File: config.mk
export PLATFORM = sky130hd
export DESIGN_NAME = uart_byte_tx
export DESIGN_NICKNAME = d
export VERILOG_FILES = /design/src/rtl/uart_pkg.sv /design/src/rtl/uart_baud_gen.sv /design/src/rtl/uart_byte_tx.sv
export SDC_FILE = /design/constraint.sdc
export NUM_CORES = 1
export LEC_CHECK = 0
export ABC_AREA = 1
export ABC_CLOCK_PERIOD_IN_PS = 2500
export CAP_MARGIN = 20
export CORE_UTILIZATION = 56
export CTS_CLUSTER_SIZE = 14
export DETAILED_ROUTE_END_ITERATION = 12
export PLACE_DENSITY = 0.75
export SETUP_SLACK_MARGIN = 0.5
export SLEW_MARGIN = 10
export SYNTH_ARGS = -nofsm -noshare
export SYNTH_HDL_FRONTEND = slang
export SYNTH_HIERARCHICAL = 1
export SYNTH_SLANG_ARGS = --single-unit
File: constraint.sdc
create_clock -name clk -period 2.5 [get_ports clk]
set_input_delay 0.25 -clock clk [delete_from_list [all_inputs] [get_ports clk]]
set_output_delay 0.25 -clock clk [all_outputs]
set_load 0.01 [all_outputs]
File: src/rtl/uart_pkg.sv
// ---------------------------------------------------------------------------
// uart_pkg
// Shared definitions for the byte-wide UART transmitter:
//   - uart_state_e        : transmitter FSM states
//   - CLKS_PER_BIT_DEFAULT: 100 MHz / 115200 baud
//   - frame bit counts    : 8N1 frame and the optional parity frame
//   - even_parity()       : XOR-reduction of a data byte
// Optional feature macro: UART_TX_PARITY_EN (adds an even parity bit).
// ---------------------------------------------------------------------------
package uart_pkg;

    typedef enum logic [2:0] {
        ST_IDLE   = 3'd0,
        ST_START  = 3'd1,
        ST_DATA   = 3'd2,
        ST_PARITY = 3'd3,
        ST_STOP   = 3'd4
    } uart_state_e;

    localparam int unsigned CLKS_PER_BIT_DEFAULT = 868;

    localparam int unsigned DATA_BITS         = 8;
    localparam int unsigned FRAME_BITS_8N1    = 10;
    localparam int unsigned FRAME_BITS_PARITY = 11;

    // Index of the final data bit; the DATA state leaves after this one.
    localparam logic [2:0] LAST_DATA_IDX = 3'(DATA_BITS - 1);

    // Even parity: the parity bit makes the total count of ones even.
    function automatic logic even_parity(input logic [7:0] b);
        return ^b;
    endfunction

endpackage : uart_pkg

File: src/rtl/uart_baud_gen.sv
// ---------------------------------------------------------------------------
// uart_baud_gen
// Bit-period counter. Counts 0..CLKS_PER_BIT-1 and wraps; bit_tick is high
// for the single cycle in which the count equals CLKS_PER_BIT-1, i.e. the
// final cycle of every serial bit.
// Ports:
//   clk      in  system clock
//   rst_n    in  asynchronous active-low reset
//   clear    in  hold the count at 0 (used while the transmitter is idle)
//   bit_tick out last cycle of the current bit period
// ---------------------------------------------------------------------------
module uart_baud_gen
    import uart_pkg::*;
#(
    parameter int unsigned CLKS_PER_BIT = CLKS_PER_BIT_DEFAULT
) (
    input  logic clk,
    input  logic rst_n,
    input  logic clear,
    output logic bit_tick
);

    // Width covers 0..CLKS_PER_BIT-1; never narrower than one bit.
    localparam int unsigned CW = (CLKS_PER_BIT > 1) ? $clog2(CLKS_PER_BIT) : 1;
    localparam logic [CW-1:0] CNT_LAST = CW'(CLKS_PER_BIT - 1);
    localparam logic [CW-1:0] CNT_ZERO = CW'(0);
    localparam logic [CW-1:0] CNT_ONE  = CW'(1);

    logic [CW-1:0] cnt_q;
    logic [CW-1:0] cnt_d;

    // Next count: cleared while idle, wraps at every bit boundary.
    always_comb begin
        cnt_d = cnt_q;
        if (clear) begin
            cnt_d = CNT_ZERO;
        end else if (cnt_q == CNT_LAST) begin
            cnt_d = CNT_ZERO;
        end else begin
            cnt_d = cnt_q + CNT_ONE;
        end
    end

    // Count register.
    always_ff @(posedge clk or negedge rst_n) begin
        if (!rst_n) begin
            cnt_q <= CNT_ZERO;
        end else begin
            cnt_q <= cnt_d;
        end
    end

    assign bit_tick = (cnt_q == CNT_LAST);

endmodule : uart_baud_gen

File: src/rtl/uart_byte_tx.sv
// ---------------------------------------------------------------------------
// uart_byte_tx
// Byte-wide UART transmitter. Accepts one byte per valid handshake while
// idle and shifts it out LSB first as an 8N1 frame (start, 8 data, stop).
// tx_done pulses for one cycle as the line returns to idle.
// Ports:
//   clk      in  system clock, rising edge
//   rst_n    in  asynchronous active-low reset
//   valid    in  data_in is offered for transmission (only looked at in idle)
//   data_in  in  byte to send, latched on acceptance
//   tx       out serial line, idle high (registered)
//   tx_done  out one-cycle pulse, frame fully sent (registered)
//   busy     out frame in progress (registered)
// Optional feature: define UART_TX_PARITY_EN to insert an even parity bit
// between the last data bit and the stop bit (11-bit frame).
// ---------------------------------------------------------------------------
module uart_byte_tx
    import uart_pkg::*;
#(
    parameter int unsigned CLKS_PER_BIT = CLKS_PER_BIT_DEFAULT
) (
    input  logic       clk,
    input  logic       rst_n,
    input  logic       valid,
    input  logic [7:0] data_in,
    output logic       tx,
    output logic       tx_done,
    output logic       busy
);

    uart_state_e state_q;
    uart_state_e state_d;
    logic [7:0]  shift_q;
    logic [7:0]  shift_d;
    logic [2:0]  idx_q;
    logic [2:0]  idx_d;
    logic        tx_q;
    logic        tx_d;
    logic        tx_done_q;
    logic        tx_done_d;
    logic        busy_q;
    logic        busy_d;
`ifdef UART_TX_PARITY_EN
    // Parity is captured at acceptance because the shift register is
    // consumed by the time the parity bit goes out.
    logic        parity_q;
    logic        parity_d;
`endif

    logic        bit_tick_s;
    logic        baud_clear_s;

    // Holding the counter clear in idle means the first bit period starts
    // counting from 0 in the cycle right after acceptance.
    assign baud_clear_s = (state_q == ST_IDLE);

    uart_baud_gen #(
        .CLKS_PER_BIT (CLKS_PER_BIT)
    ) u_baud_gen (
        .clk      (clk),
        .rst_n    (rst_n),
        .clear    (baud_clear_s),
        .bit_tick (bit_tick_s)
    );

    // Next-state and next-output logic. Outputs are computed one cycle
    // ahead so that the registered tx/busy/tx_done change on the same edge
    // as the state they describe.
    always_comb begin
        state_d   = state_q;
        shift_d   = shift_q;
        idx_d     = idx_q;
        tx_d      = tx_q;
        busy_d    = busy_q;
        tx_done_d = 1'b0;
`ifdef UART_TX_PARITY_EN
        parity_d  = parity_q;
`endif

        case (state_q)
            ST_IDLE: begin
                tx_d   = 1'b1;
                busy_d = 1'b0;
                // valid is only sampled here. The edge that finishes the
                // stop bit (and raises tx_done) is still in STOP, so a
                // stale valid held across that edge cannot restart a frame.
                if (valid) begin
                    shift_d = data_in;
                    idx_d   = 3'd0;
`ifdef UART_TX_PARITY_EN
                    parity_d = even_parity(data_in);
`endif
                    state_d = ST_START;
                    tx_d    = 1'b0;
                    busy_d  = 1'b1;
                end else begin
                    state_d = ST_IDLE;
                end
            end

            ST_START: begin
                if (bit_tick_s) begin
                    state_d = ST_DATA;
                    tx_d    = shift_q[0];
                end else begin
                    tx_d    = 1'b0;
                end
            end

            ST_DATA: begin
                if (bit_tick_s) begin
                    shift_d = {1'b0, shift_q[7:1]};
                    idx_d   = idx_q + 3'd1;
                    if (idx_q == LAST_DATA_IDX) begin
`ifdef UART_TX_PARITY_EN
                        state_d = ST_PARITY;
                        tx_d    = parity_q;
`else
                        state_d = ST_STOP;
                        tx_d    = 1'b1;
`endif
                    end else begin
                        // Next data bit is the one about to reach bit 0.
                        tx_d    = shift_q[1];
                    end
                end else begin
                    tx_d = shift_q[0];
                end
            end

`ifdef UART_TX_PARITY_EN
            ST_PARITY: begin
                if (bit_tick_s) begin
                    state_d = ST_STOP;
                    tx_d    = 1'b1;
                end else begin
                    tx_d    = parity_q;
                end
            end
`endif

            ST_STOP: begin
                if (bit_tick_s) begin
                    state_d   = ST_IDLE;
                    tx_d      = 1'b1;
                    busy_d    = 1'b0;
                    tx_done_d = 1'b1;
                end else begin
                    tx_d      = 1'b1;
                end
            end

            default: begin
                // Unreachable encodings recover to a quiet idle line.
                state_d = ST_IDLE;
                tx_d    = 1'b1;
                busy_d  = 1'b0;
            end
        endcase
    end

    // FSM and output registers; reset drives the line idle-high at once.
    always_ff @(posedge clk or negedge rst_n) begin
        if (!rst_n) begin
            state_q   <= ST_IDLE;
            shift_q   <= 8'h00;
            idx_q     <= 3'd0;
            tx_q      <= 1'b1;
            tx_done_q <= 1'b0;
            busy_q    <= 1'b0;
`ifdef UART_TX_PARITY_EN
            parity_q  <= 1'b0;
`endif
        end else begin
            state_q   <= state_d;
            shift_q   <= shift_d;
            idx_q     <= idx_d;
            tx_q      <= tx_d;
            tx_done_q <= tx_done_d;
            busy_q    <= busy_d;
`ifdef UART_TX_PARITY_EN
            parity_q  <= parity_d;
`endif
        end
    end

    assign tx      = tx_q;
    assign tx_done = tx_done_q;
    assign busy    = busy_q;

endmodule : uart_byte_tx

==> metrics.csv, run 1 <==
metric;value;unit
grt_pass1_wl;4464;µm
yosys_warnings;6;
criticalPathCategory;flop to flop;
grtUsageTotal;22.14;%
ys_seq_elements;27;
swShare;21.82;%
cap_violations;0;
grt_pass1_vias;1053;
fin_cells;221;
fin_crit_sh;68.05;%
grt_max_degree;28;
rsz0062_at_grt;false;
cts_root_buffer;clkbuf_4;
placed_area;1619;µm²
die_h;53.37;µm
pre_cts_slack;0.8067;ns
detail_route.wl_per_cell;12.12;µm
synth_common_cells;nand2_1, dfrtp_1, nand3_1;
grt_overflow;0;
drt-initial-drc-count;14;
n_antenna_cell;0;
power.density;401.5;nW/µm²
routed_via_density;5.330;
internal-power;0.5165;mW
busiest_layer;met2;
fmax;0.5878;GHz
drt_wl_total;2678;µm
worst_pin_slew;0.5389;ns
cp.required;2.78;ns
die_w;53.37;µm
drc;0;
cts_tree;yes;
initial_utilization;59.65;%
layout_min_cycle_time;1.701;ns
yosysTopAreaCell;dfrtp_1;
hold_buffers;0;
dr_total_vias;1178;
syn_nets;190;
hold_viol_final;0;
use_met2;34.58;%
synthCells;176;
pwr-share-comb;4.7;%
synth.area.top_cells;dfrtp_1, nand2_1, nand3_1, nor2_1, nand3_2;
cts-htree-levels;1;
dieArea;2848;µm²
worstPathArrival;1.98;ns
path_max_fanout;14;
ir_drop;0.3533;mV
cp-start-kind;flop;
hpwl;1926;µm
gr-usage-met3;3.736;%
setup_viol;0;
final_util;66.41;%
synthArstFlopShare;100.0;%
std_cell_rows;18;
fin_setup_tns;0;ns
cts_resized;0;
numCtsBuffers;3;
synth_top_area_share;44.03;%
syn_area;1478;µm²
outcome;finished, final reports clean;
hold_path_class;primary input to async pin;
cts_setup_buffers;0;
portBuffers;13;
power.leakage;0.7873;nW
drive_gt1_share;13.61;%
total_power;0.6607;mW
clk_latency;0.33;ns
clockBufferDepth;2;
core-area;2477;µm²
synth-edff-count;0;
fin_nets;206;
critPathCaptureType;flop;
antenna_found_initial;0;
p_seq_share;66.1;%
ys_seq_area_share;45.81;%
p_switching;0.1441;mW
yosysMostFrequentCell;nand2_1;
yosysUniqueCellTypes;24;
holdWs;0.2652;ns
place_inst;217;
finClkSkew;0.005236;ns
io_pins;14;
postRouteAntennaNets;0;
maxSlewHeadroom;64.07;%
gp_congestion;0.7544;
first_pass_iters;4;
fin_ws;0.7987;ns
ys.flop_type;dfrtp_1;
syn_area_per_cell;8.396;µm²
drv_slew;0;
finish.instance_area;1645;µm²
clkTransAtPathRegs;0.14;ns
met1_usage;29.11;%
pwr-share-clk;29.2;%
clock-sinks;27;
syn_to_final_growth;11.35;%
## state kept, by name, indices dropped and copies added (netlist names)
register / flops
u_baud_gen/cnt_q: 10
shift_q: 8
idx_q: 3
state_q: 3
busy: 1
tx: 1
tx_done: 1
## cells in the final DEF (no fill, tap or decap), types with 2 or more instances in the layout
master / instances
clkdlybuf4s50_1: 13
inv_1: 10
nand4_1: 3
nor2_1: 19
clkbuf_4: 3
nand3_4: 2
xnor2_1: 2
nand2_1: 52
o21ai_0: 3
nand3_1: 26
nor2_4: 2
nand2_2: 5
inv_2: 2
ha_1: 3
nand3_2: 7
buf_4: 2
a21oi_1: 3
dfrtp_1: 26
## kinds of logic after synthesis
group / Yosys count / share of synthesized area (%)
and+or+nand+nor: 120 / 41.49
DFF: 27 / 45.81
buffers and inverters: 16 / 5.843
AOI/OAI and AO/OA: 7 / 2.540
xor gates and xnor gates: 3 / 1.778
adders and majority gates: 3 / 2.540
## worst paths after layout
kind                                                from                             to  slack (ns)  depth (start not counted)
min in group clk                              data_in[7]         shift_q[7]$_DFFE_PN0P_        0.48                          3
max reg2reg                u_baud_gen/cnt_q[0]$_DFF_PN0_         shift_q[5]$_DFFE_PN0P_        0.80                          8
max                        u_baud_gen/cnt_q[0]$_DFF_PN0_         shift_q[5]$_DFFE_PN0P_        0.80                          8
min reg2reg                u_baud_gen/cnt_q[0]$_DFF_PN0_  u_baud_gen/cnt_q[0]$_DFF_PN0_        0.49                          1
max in group asynchronous                          rst_n                   tx$_DFF_PN1_        1.93                          2
min                                                rst_n  u_baud_gen/cnt_q[8]$_DFF_PN0_        0.27                          2
## power groups by stage
stage	registers (mW)	clock network, mW	logic (mW)
floorplan	0.445	0	0.00486
global placement	0.445	0	0.0318
detailed placement	0.445	0	0.0318
CTS	0.437	0.202	0.0319
global route	0.437	0.216	0.0351
finish	0.437	0.193	0.0311
## final cells by class
type	instances	area, µm²
clock buffers	4	26.28
fillers	219	832.0
inverters	12	45.04
multi-input cells	133	714.4
flip-flops and latches	27	676.9
well taps	30	37.54
repair buffers	15	145.1
## routing by layer
layer	part of all wire, %	vias to the layer above
met4	1.9	0
met2	46	21
met3	3.5	5
met5	0	-
li1	-	600
met1	48	552
## worst max-delay path, cell delays in order, from the launching register on
cell and delay [ns]:
dfrtp_1 0.41, ha_1 0.27, nand4_1 0.11, nor3_1 0.14
buf_4 0.17, nand3_4 0.19, nand2_2 0.21, nand2_1 0.09
nand2_1 0.06
Note: power is estimated with default switching activity, not from simulation.
==> inputs of run 2 (changes only) <==
--- a/config.mk
+++ b/config.mk
@@ -6,7 +6,7 @@
 export NUM_CORES = 1
 export LEC_CHECK = 0
 export ABC_AREA = 1
-export ABC_CLOCK_PERIOD_IN_PS = 2500
+export ABC_CLOCK_PERIOD_IN_PS = 1690
 export CAP_MARGIN = 20
 export CORE_UTILIZATION = 56
 export CTS_CLUSTER_SIZE = 14
==> constraint.sdc (replaced) <==
create_clock -name clk -period 1.69 [get_ports clk]
set_input_delay 0.169 -clock clk [delete_from_list [all_inputs] [get_ports clk]]
set_output_delay 0.169 -clock clk [all_outputs]
set_load 0.01 [all_outputs]
==> metrics.csv, run 2 (synthesized netlist as in run 1, its figures left out) <==
metric;value;unit;change
outcome;finished, final reports clean;;
clkTransAtPathRegs;0.15;ns;about the same
first_pass_iters;5;;+1
hold_buffers;0;;unchanged
grtUsageTotal;29.96;%;+7.8 points
fin_nets;234;;+14%
grt_pass1_wl;5975;µm;+34%
postRouteAntennaNets;0;;unchanged
mostFrequentLayoutCells;nand2_1, buf_4, dfrtp_1, nand3_1, nand3_2;;
die_h;53.37;µm;unchanged
critPathSlowestCell;dfrtp_1;;
worst_pin_slew;0.3473;ns;-0.1916 ns
drv_slew;0;;unchanged
grt_overflow;0;;unchanged
clockBufferDepth;2;;unchanged
portBuffers;13;;unchanged
cts_root_buffer;clkbuf_4;;
grt_pass1_vias;1295;;+23%
drt_wl_total;3826;µm;+43%
slowest_delay;0.40;ns;about the same
fin_setup_tns;0;ns;unchanged
power.density;489.7;nW/µm²;+22%
hold_viol_final;0;;unchanged
numCtsBuffers;3;;unchanged
grt_max_degree;28;;unchanged
hold_path_class;primary input to async pin;;
fin_crit_sh;88.20;%;+20 points
finClkSkew;0.006047;ns;+0.0008104 ns
std_cell_rows;18;;unchanged
maxSlewHeadroom;76.85;%;+13 points
antenna_found_initial;0;;unchanged
fill_cells;140;;-36%
die_w;53.37;µm;unchanged
syn_to_final_growth;35.65;%;
clk_latency;0.33;ns;about the same
critPathCaptureType;flop;;
pre_cts_slack;0.05449;ns;-0.7522 ns
holdWs;0.1865;ns;-0.07873 ns
clock-sinks;27;;unchanged
io_pins;14;;unchanged
drc;0;;unchanged
hpwl;2021;µm;+4.9%
final_util;80.91;%;+14 points
total_power;0.9815;mW;+49%
routed_via_density;5.655;;+6.1%
fin_ws;0.1994;ns;-0.5994 ns
seqCellArea;680.7;µm²;+0.55%
final_common_cell;nand2_1;;
n_antenna_cell;0;;unchanged
cts_tree;yes;;
dr_total_vias;1408;;+20%
drive_gt1_share;39.27;%;+26 points
criticalPathCategory;flop to flop;;
top_regs;u_baud_gen/cnt_q x10, shift_q x8;;
dieArea;2848;µm²;unchanged
layout_min_cycle_time;1.491;ns;-0.2106 ns
setup_viol;0;;unchanged
power.leakage;0.9994;nW;+27%
detail_route.wl_per_cell;15.37;µm;+27%
rsz0062_at_grt;true;;
ir_drop;0.4848;mV;+37%
cp_cell_sequence;nand2_2, inv_2, nand4_1, nor3_4, buf_4, inv_4, nand3_2, nand3_1, nand2_1, nand2_1;;
cp_common_cell;nand2_1;;
core-area;2477;µm²;unchanged
fmax;0.6709;GHz;+14%
initial_utilization;59.65;%;unchanged
critical_path_buf_inv_count;3;;+2
drt-initial-drc-count;61;;+47
cp.required;1.93;ns;-0.85 ns
critPathTopFamily;simple AND/OR/NAND/NOR gates;;
worstPathArrival;1.73;ns;-0.25 ns
path_max_fanout;3;;-11
multi_input_area;853.3;µm²;+19%
gp_congestion;0.8167;;+8.3%
cap_violations;0;;unchanged
largest_reg_flops;10;;unchanged
cp-start-kind;flop;;
cts-htree-levels;1;;unchanged
largest-register;u_baud_gen/cnt_q;;
run 2: worst paths after layout:
kind	cells past startpoint	start	to	slack (ns)
worst max-delay path	10	u_baud_gen/cnt_q[6]$_DFF_PN0_	busy$_DFFE_PN0P_	0.20
worst min-delay path	2	rst_n	state_q[2]$_DFFE_PN0P_	0.19
worst max register to register	10	u_baud_gen/cnt_q[6]$_DFF_PN0_	busy$_DFFE_PN0P_	0.20
worst min register to register	2	busy$_DFFE_PN0P_	busy$_DFFE_PN0P_	0.50
max in group asynchronous	2	rst_n	tx$_DFF_PN1_	1.21
min in group clk	3	data_in[7]	shift_q[7]$_DFFE_PN0P_	0.38
run 2: routing by layer:
layer	global-route usage [%]	vias up	share of wire, %	wire, µm
met5	0	-	0	0
met4	10.53	0	1.4	53
met3	6.322	8	7.7	296
met2	49.17	74	51	1953
met1	38.48	670	40	1522
li1	-	656	-	-
run 2: metrics by stage:
step,std cells,area (µm²)
after floorplan,176,1531
after global placement,221,1699
after detailed placement,221,1699
after CTS,245,1903
after global routing,249,2004
final,249,2004
run 2: repair_timing:
action,4_1_cts,5_1_grt
cloned,0,0
resized for setup,16,23
pin swaps,18,9
endpoints found under the hold margin,0,0
buffers inserted,20,4
endpoints found under the setup margin,28,28
run 2: where the power goes:
part           leakage [nW]  switching (mW)  internal [mW]
sequential            0.293               0          0.646
clock                0.0177           0.199         0.0890
combinational         0.689          0.0222         0.0251
run 2: area by class of cell:
cell class | count | share of cell area (%)
Multi-Input combinational cell | 133 | 42.57
Sequential cell | 27 | 33.96
Timing Repair Buffer | 43 | 17.85
Inverter | 12 | 2.372
Tap cell | 30 | 1.873
Clock buffer | 3 | 1.124
Clock inverter | 1 | 0.2497
